## config.mk

```make
export PLATFORM = sky130hd
export DESIGN_NAME = conv2d_kxk_engine
export DESIGN_NICKNAME = d
export VERILOG_FILES = /design/src/rtl/conv2d_kxk_engine.sv
export SDC_FILE = /design/constraint.sdc
export NUM_CORES = 2
export LEC_CHECK = 0
export CAP_MARGIN = 15
export CORE_MARGIN = 10
export CORE_UTILIZATION = 55
export CTS_BUF_LIST = sky130_fd_sc_hd__clkbuf_4
export CTS_CLUSTER_SIZE = 30
export DETAILED_ROUTE_END_ITERATION = 8
export PLACE_DENSITY_LB_ADDON = 0.15
export SYNTH_ARGS = -nofsm -noshare
export SYNTH_HDL_FRONTEND = slang
export SYNTH_SLANG_ARGS = --single-unit
```

## constraint.sdc

```tcl
create_clock -name clk -period 12.55 [get_ports clk]
set_clock_uncertainty 0.05 [all_clocks]
set_input_delay 1.8825 -clock clk [delete_from_list [all_inputs] [get_ports clk]]
set_output_delay 1.8825 -clock clk [all_outputs]
set_load 0.05 [all_outputs]
```

## src/rtl/conv2d_kxk_engine.sv

```systemverilog
// KxK fixed-point convolution engine: loads a kernel column by column, keeps a
// sliding window of accepted pixel columns and emits one rounded, saturated pixel per window.
module conv2d_kxk_engine #(
  parameter int KS        = 3,
  parameter int NB_PIX    = 8,
  parameter int NBF_PIX   = 7,
  parameter int NB_COEFF  = 8,
  parameter int NBF_COEFF = 7,
  parameter int NB_OUT    = 8,
  parameter int NBF_OUT   = 7,
  parameter int ROUND     = 1
) (
  input  logic                     clk,
  input  logic                     i_nrst,
  input  logic                     i_load_knl,
  input  logic                     i_en_conv,
  input  logic                     i_line_start,
  input  logic                     i_col_valid,
  output logic                     o_col_ready,
  input  logic [KS*NB_PIX-1:0]     i_col,
  output logic                     o_knl_loaded,
  output logic [NB_OUT-1:0]        o_pixel,
  output logic                     o_valid
);

  localparam int NB_PROD  = NB_PIX + NB_COEFF;
  localparam int NBF_PROD = NBF_PIX + NBF_COEFF;
  localparam int NB_ADD   = NB_PROD + $clog2(KS*KS);
  localparam int D        = NBF_PROD - NBF_OUT;
  localparam int NB_W     = (NB_ADD + 1 > NB_OUT + 1) ? NB_ADD + 1 : NB_OUT + 1;
  localparam int FW       = $clog2(KS + 1);
  localparam int LW       = $clog2(KS);

  localparam logic signed [NB_W-1:0] MAX_OUT =
    $signed({{(NB_W-NB_OUT+1){1'b0}}, {(NB_OUT-1){1'b1}}});
  localparam logic signed [NB_W-1:0] MIN_OUT =
    $signed({{(NB_W-NB_OUT+1){1'b1}}, {(NB_OUT-1){1'b0}}});

  typedef enum logic [1:0] {IDLE, LOAD, RUN} state_t;

  state_t                        state_reg;
  logic                          col_ready_reg;
  logic                          knl_loaded_reg;
  logic [LW-1:0]                 load_cnt_reg;
  logic [FW-1:0]                 fill_reg;
  logic [FW-1:0]                 fill_next;
  logic                          accept;
  logic                          load_acc;
  logic                          run_acc;
  logic                          win_done;
  logic [KS*KS*NB_COEFF-1:0]     knl_reg;
  logic [KS*KS*NB_PIX-1:0]       win_reg;
  logic [KS*KS*NB_PROD-1:0]      prod_flat;
  logic                          win_valid_reg;
  logic                          prod_valid_reg;
  logic signed [NB_ADD-1:0]      sum_acc;
  logic signed [NB_W-1:0]        sum_ext;
  logic signed [NB_W-1:0]        sum_rnd;
  logic signed [NB_W-1:0]        sum_shift;
  logic [NB_OUT-1:0]             sat_val;
  logic [NB_OUT-1:0]             pixel_reg;
  logic                          valid_reg;

  assign accept   = i_col_valid && col_ready_reg;
  assign load_acc = accept && (state_reg == LOAD);
  assign run_acc  = accept && (state_reg == RUN);

  // Line start restarts the window with the accepted column as its only column.
  always_comb begin
    fill_next = fill_reg;
    if (i_line_start)
      fill_next = FW'(1);
    else if (fill_reg != FW'(KS))
      fill_next = fill_reg + 1'b1;
  end

  assign win_done = run_acc && (fill_next == FW'(KS));

  always_ff @(posedge clk or negedge i_nrst) begin
    if (!i_nrst) begin
      state_reg      <= IDLE;
      col_ready_reg  <= 1'b0;
      knl_loaded_reg <= 1'b0;
      load_cnt_reg   <= '0;
      fill_reg       <= '0;
    end else begin
      case (state_reg)
        IDLE: begin
          if (i_load_knl) begin
            state_reg      <= LOAD;
            col_ready_reg  <= 1'b1;
            knl_loaded_reg <= 1'b0;
            load_cnt_reg   <= '0;
          end else if (i_en_conv && knl_loaded_reg) begin
            state_reg     <= RUN;
            col_ready_reg <= 1'b1;
            fill_reg      <= '0;
          end
        end
        LOAD: begin
          if (load_acc) begin
            if (load_cnt_reg == LW'(KS-1)) begin
              state_reg      <= IDLE;
              col_ready_reg  <= 1'b0;
              knl_loaded_reg <= 1'b1;
            end else begin
              load_cnt_reg <= load_cnt_reg + 1'b1;
            end
          end
        end
        RUN: begin
          if (run_acc)
            fill_reg <= fill_next;
          if (!i_en_conv) begin
            state_reg     <= IDLE;
            col_ready_reg <= 1'b0;
          end
        end
        default: begin
          state_reg     <= IDLE;
          col_ready_reg <= 1'b0;
        end
      endcase
    end
  end

  // Kernel element (r,c) lives at flat index r*KS+c; column c arrives as load beat c.
  always_ff @(posedge clk or negedge i_nrst) begin
    if (!i_nrst) begin
      knl_reg <= '0;
    end else if (load_acc) begin
      for (int r = 0; r < KS; r++)
        for (int c = 0; c < KS; c++)
          if (load_cnt_reg == LW'(c))
            knl_reg[(r*KS+c)*NB_COEFF +: NB_COEFF] <=
              NB_COEFF'($signed(i_col[r*NB_PIX +: NB_PIX]));
    end
  end

  always_ff @(posedge clk or negedge i_nrst) begin
    if (!i_nrst) begin
      win_reg <= '0;
    end else if (run_acc) begin
      for (int r = 0; r < KS; r++) begin
        win_reg[r*KS*NB_PIX +: (KS-1)*NB_PIX] <= win_reg[(r*KS+1)*NB_PIX +: (KS-1)*NB_PIX];
        win_reg[(r*KS+KS-1)*NB_PIX +: NB_PIX] <= i_col[r*NB_PIX +: NB_PIX];
      end
    end
  end

  genvar gi;
  generate
    for (gi = 0; gi < KS*KS; gi++) begin : g_mac
      logic signed [NB_PROD-1:0] prod_q;
      always_ff @(posedge clk or negedge i_nrst) begin
        if (!i_nrst)
          prod_q <= '0;
        else if (win_valid_reg)
          prod_q <= $signed(win_reg[gi*NB_PIX +: NB_PIX]) *
                    $signed(knl_reg[gi*NB_COEFF +: NB_COEFF]);
      end
      assign prod_flat[gi*NB_PROD +: NB_PROD] = prod_q;
    end
  endgenerate

  always_comb begin
    sum_acc = '0;
    for (int i = 0; i < KS*KS; i++)
      sum_acc = sum_acc + NB_ADD'($signed(prod_flat[i*NB_PROD +: NB_PROD]));
  end

  assign sum_ext = NB_W'(sum_acc);

  generate
    if (ROUND != 0 && D > 0) begin : g_round
      localparam logic [NB_W-1:0] HALF = NB_W'(1) << (D - 1);
      assign sum_rnd = sum_ext + $signed(HALF);
    end else begin : g_trunc
      assign sum_rnd = sum_ext;
    end
  endgenerate

  // Arithmetic shift floors toward -inf, which also gives truncation when ROUND=0.
  assign sum_shift = sum_rnd >>> D;

  always_comb begin
    sat_val = sum_shift[NB_OUT-1:0];
    if (sum_shift > MAX_OUT)
      sat_val = MAX_OUT[NB_OUT-1:0];
    else if (sum_shift < MIN_OUT)
      sat_val = MIN_OUT[NB_OUT-1:0];
  end

  always_ff @(posedge clk or negedge i_nrst) begin
    if (!i_nrst) begin
      win_valid_reg  <= 1'b0;
      prod_valid_reg <= 1'b0;
      valid_reg      <= 1'b0;
      pixel_reg      <= '0;
    end else begin
      win_valid_reg  <= win_done;
      prod_valid_reg <= win_valid_reg;
      valid_reg      <= prod_valid_reg;
      if (prod_valid_reg)
        pixel_reg <= sat_val;
    end
  end

  assign o_col_ready  = col_ready_reg;
  assign o_knl_loaded = knl_loaded_reg;
  assign o_pixel      = pixel_reg;
  assign o_valid      = valid_reg;

endmodule

```

Yosys cells after proc, flatten, opt, wreduce, memory -nomap -nowiden. Index checks and enable logic that the tools add are counted.

Bits in registers: 307. Latch bits: 0. Memory bits (writable): 0. ROM bits: 0. Input bits: 30. Output and inout bits: 11. Logic and storage cells: 103. Memories kept: 0.

Add/subtract/negate cells: 11. $mul: 9. Div/mod/pow operators: 0. Order comparisons: 2. Equality and inequality tests: 15. Shift operators: 0. Multiplexer cells: 28. Bitwise logic cells: 0. Reductions and logical operators: 16.

Operators by type and width (count): 8-bit by 8-bit multiplier with 16-bit output (9); 20-bit by 16-bit adder with 20-bit output (4); 2-bit 2-to-1 mux (13); 20-bit by 8-bit adder with 21-bit output (second input constant) (1); 19-bit by 16-bit adder with 20-bit output (1); 18-bit by 16-bit adder with 19-bit output (1); 17-bit by 16-bit adder with 18-bit output (1); 16-bit by 16-bit adder with 17-bit output (1); 8-bit 2-to-1 mux (2); 2-bit != test (second input constant) (8); 4-bit AND reduction (4); 14-bit by 8-bit > comparator with 1-bit output (second input constant) (1); 14-bit by 8-bit less-than comparator with 1-bit output (second input constant) (1); 1-bit 2-to-1 mux (8); 2-bit case mux with 2 select lines (2); 2-bit equality test (second input constant) (3); 2-bit case mux with 3 select lines (1); 2-bit AND reduction (3); 1-bit logical AND (5); 2-bit by 1-bit adder with 2-bit output (second input constant) (2); 2-bit by 1-bit equality test with 1-bit output (second input constant) (2); 2-bit logical NOT (2); 2-bit nonzero test (2); 3-bit != test (second input constant) (1); other kinds (3) (3).

Logic depth before layout (Yosys ltp).
Depth in word-level cells: 12. Mapped depth: 20.

Worst setup path before layout. No wires, ideal clock.

Path type: register to register. Start: register g_mac[5].prod_q[6]. End: register pixel_reg[6], in the netlist o_pixel[6]. Setup time: 77 ps. Arrival time: 4931 ps. Data required time: 12423 ps. Setup slack: 7492 ps. Cell stages (with the launch flop): 16. Path buffers: 0. Clock period less this slack: 5058 ps. Cells stage by stage: dfrtp_1 > fa_1 > fa_1 > fa_1 > fa_1 > fa_1 > ha_1 > a2111o_1 > a41o_1 > nand3_4 > a211oi_2 > or3_4 > xnor2_2 > o41ai_4 > nand2_1 > a21oi_1.

Longest elaborated chain between the ends: 8. Elaborated cells on any way between the ends: 9. Those cells by class: 5 x add/sub; 2 x order compare; 2 x mux.

Ends and longest elaborated chain: start, declared (RTL line 154) `logic signed [NB_PROD-1:0] prod_q;`; start signal, assigned (RTL line 159) `prod_q <= $signed(win_reg[gi*NB_PIX +: NB_PIX]) *`; 20-bit by 16-bit adder with 20-bit output * (4 in series) (RTL line 169) `sum_acc = sum_acc + NB_ADD'($signed(prod_flat[i*NB_PROD +: NB_PROD]));`; 20-bit by 8-bit adder with 21-bit output * (RTL line 177) `assign sum_rnd = sum_ext + $signed(HALF);`; 14-bit by 8-bit less-than comparator with 1-bit output (RTL line 190) `else if (sum_shift < MIN_OUT)`; 8-bit 2-to-1 mux (RTL line 190); 8-bit 2-to-1 mux * (RTL line 188) `if (sum_shift > MAX_OUT)`; end signal, assigned (RTL line 205) `pixel_reg <= sat_val;`; end, declared (RTL line 61) `logic [NB_OUT-1:0] pixel_reg;`.

Mark *: on every way between the ends. The rest lies on a longest branch, timed or not. A chain may end at the register's enable or synchronous reset.

Worst setup path after layout.
Start: register g_mac[3].prod_q[11]. End: register pixel_reg[3], in the netlist o_pixel[3].

Longest elaborated chain between the ends: 10. Elaborated cells on any way between the ends: 11. Those cells by class: 7 x add/sub; 2 x order compare; 2 x mux.

Ends and longest elaborated chain (RTL line): start, declared (154); start signal, assigned (159); 18-bit by 16-bit adder with 19-bit output * (169); 19-bit by 16-bit adder with 20-bit output * (169); 20-bit by 16-bit adder with 20-bit output * (4 in series) (169); 20-bit by 8-bit adder with 21-bit output * (177); 14-bit by 8-bit less-than comparator with 1-bit output (190); 8-bit 2-to-1 mux (190); 8-bit 2-to-1 mux * (188).

Marks and branches as above.

==> run_results.csv <==
group,metric,value,unit
cts,clockRootBuffer,"clkbuf_4",
cts,post_cts_resized,0,
detailed_routing,ant_nets,0,
min_path,hp-class,"flop to flop",
global_routing,grt_max_degree,111,
synthesis,yosysTopAreaCell,"fa_1",
layout,fin_nets,4541,
sta,finalCritPeriodShare,43.3,%
placed_design,dp.cells,4377,
floorplan,row_count,94,
power,total_leakage_power,19.7,nW
power,power.density,146,nW/um^2
setup_path,arrival,6170,ps
sta,max_freq,184,MHz
detailed_routing,first_pass_iters,5,
sta,maxSlewViolCount,0,
layout,drive_above_1_share,10.7,%
floorplan,die_area,77700,um^2
global_routing,antenna_found_initial,6,
sta,setup_tns,0,ps
floorplan,die_h,279,um
synthesis,synthesis.instances,3553,
detailed_routing,vias_per_cell,5.27,
synthesis,synth_flop_cell,"dfrtp_1",
sta,slew_headroom,33.1,%
placed_design,detailed_place_hpwl,67.3,mm
layout,final_cell_count_no_fill,4542,
placed_design,port_buffers,40,
global_routing,grt_util_all_layers,22.3,%
setup_path,crit_fanout,7,
cts,tritoncts,"built",
floorplan,core_area,66100,um^2
synthesis,synth_edf_count,0,
synthesis,syn_nets,4490,
setup_path,critPathMostFrequentCell,"fa_1",
placed_design,gp_congestion,0.863,
global_routing,grt_pass1_wl,139,mm
layout,n_fill_cell,5623,
floorplan,die_x,279,um
floorplan,boundaryPins,41,
detailed_routing,drc,0,
synthesis,yosys_warnings,0,
run,maxCapViolations,0,
setup_path,worst-path-buf-inv,2,
floorplan,initial_core_util,55.7,%
cts,hold_buffers,0,
sta,hold_viol,0,
cts,clock-sinks,307,
sta,whs,483,ps
sta,tightestPinTransition,1000,ps
setup_path,cp_top_family,"adder cells",
layout,multi_input_area,25900,um^2
setup_path,end_kind,"flop",
detailed_routing,num_vias,23940,
setup_path,crit_path_max_incr_delay,580,ps
setup_path,critPathSlowestCell,"fa_1",
synthesis,syn_area,36800,um^2
layout,final_cell_mix,"inv_1 (765), fa_1 (609), and2_1 (334)",
detailed_routing,wl_per_cell,18.3,um
setup_path,crit_chain,"fa_1 > inv_1 > fa_1 > inv_1 > fa_1 > fa_1 > ha_1 > ha_1 > a31oi_1 > a21oi_1 > a311oi_1 > nand2_1 > xnor2_1 > a2111o_1 > o41ai_4 > nand2_1 > a21oi_1",
synthesis,synth_top_area_share,33.1,%
setup_path,worstSetupStartpointType,"flop",
cts,clkLatencyLatePin,890,ps
layout,largest_reg_flops,144,
detailed_routing,drt_first_iter_violations,1104,
synthesis,synth_cell_type_count,53,
synthesis,ys_seq_area_share,20.9,%
cts,path_clk_slew,60,ps
cts,cts_made_buffers,89,
sta,finalSetupViolations,0,
global_routing,grt_pass1_vias,26472,
layout,register_area,7690,um^2
setup_path,crit_type,"flop to flop",
synthesis,synthTopCellsByArea,"fa_1 (33%), dfrtp_1 (21%), ha_1 (10%)",
synthesis,syn_avg_cell_area,10.4,um^2
cts,cts_buffer_depth,3,
outcome,status,"complete, no violations",
synthesis,synthArstFlopShare,100,%
cts,cts_max_level,3,
detailed_routing,drt-total-wl,83.1,mm
layout,final_common_cell,"inv_1",
synthesis,synth-seq-cells,307,
cts,post_cts_buffers,0,
global_routing,grt_overflow,0,
layout,areaGrowthSynthToFinish,6.73,%
power,total_power,0.00572,W
power,peakVddDrop,115,uV
sta,fin_crit,5430,ps
setup_path,critPathRequiredTime,13290,ps
sta,rsz0062_at_grt,"false",
-- report_power, final --
part | internal, W | leakage [nW] | switching (W)
sequential | 0.00115 | 4.12 | 0.000431
clock | 0.000568 | 0.737 | 0.000478
combinational | 0.00134 | 14.9 | 0.00175
total | 0.00306 | 19.7 | 0.00266
-- synth_stat cells (2+ instances only) --
cell and count:
a21boi_0 19, nand2_1 241, ha_1 298, xor2_1 27, a21oi_1 58, nor2b_1 9, buf_1 7, nor3_1 12
a31oi_1 8, xnor2_1 101, nand4_1 8, inv_1 765, o21ai_1 15, and3_1 19, nor4b_1 2, o2111ai_1 9
a21o_1 40, nor3b_1 8, nand2b_1 72, and2_1 334, mux2i_1 15, a2111o_1 2, o21ai_0 80, or2_2 2
nand3b_1 10, or3_1 12, o41ai_1 9, a311oi_1 5, a211oi_2 2, dfrtp_1 307, a21boi_1 3, nor2_1 88
mux2_2 220, o311ai_0 3, nand3_1 24, nor4_1 3, fa_1 609, o21bai_1 10, clkbuf_1 83
-- stage by stage --
stage	setup WS (ps)	utilization (%)	instance area, um^2
floorplan	7490	-	36800
global placement	7180	57.6	38000
detailed placement	7120	57.6	38000
CTS	7110	59.4	39300
global route	6770	59.4	39300
finish	7120	59.4	39300
-- cell type report --
class                           count  area share [%]
Sequential cell                   307            19.6
Timing Repair Buffer               50            1.22
Tap cell                          864            2.75
Clock buffer                      126            2.41
Multi-Input combinational cell   2391            66.0
Antenna cell                        2          0.0127
Inverter                          765            7.31
Clock inverter                     37           0.726
-- path summary, 6_finish.rpt --
kind                                                 start                               to  slack [ps]  cells past startpoint
min in group asynchronous                           i_nrst          knl_reg[45]$_DFFE_PN0P_         990                      1
max reg2reg                g_mac[3].prod_q[11]$_DFFE_PN0P_           o_pixel[3]$_DFFE_PN0P_        7120                     17
max in group asynchronous                           i_nrst          win_valid_reg$_DFF_PN0_        9020                      3
max                        g_mac[3].prod_q[11]$_DFFE_PN0P_           o_pixel[3]$_DFFE_PN0P_        7120                     17
min reg2reg                g_mac[5].prod_q[11]$_DFFE_PN0P_  g_mac[5].prod_q[11]$_DFFE_PN0P_         480                      1
min                        g_mac[5].prod_q[11]$_DFFE_PN0P_  g_mac[5].prod_q[11]$_DFFE_PN0P_         480                      1
-- kinds of logic after synthesis --
| logic type | synth area share (%) |
|---|---|
| compound gates | 4.69 |
| xor+xnor | 3.09 |
| fa+ha+maj | 43.3 |
| buf+inv | 8.72 |
| flops | 20.9 |
| mux | 7.14 |
| simple gates | 12.2 |
-- routing by layer --
layer	part of all wire (%)	global-route usage, %
met4	3.3	7.72
met1	43	28.7
met3	4.7	4.19
met2	49	37.5
met5	0.049	0
Note: power is estimated with default switching activity, not from simulation.
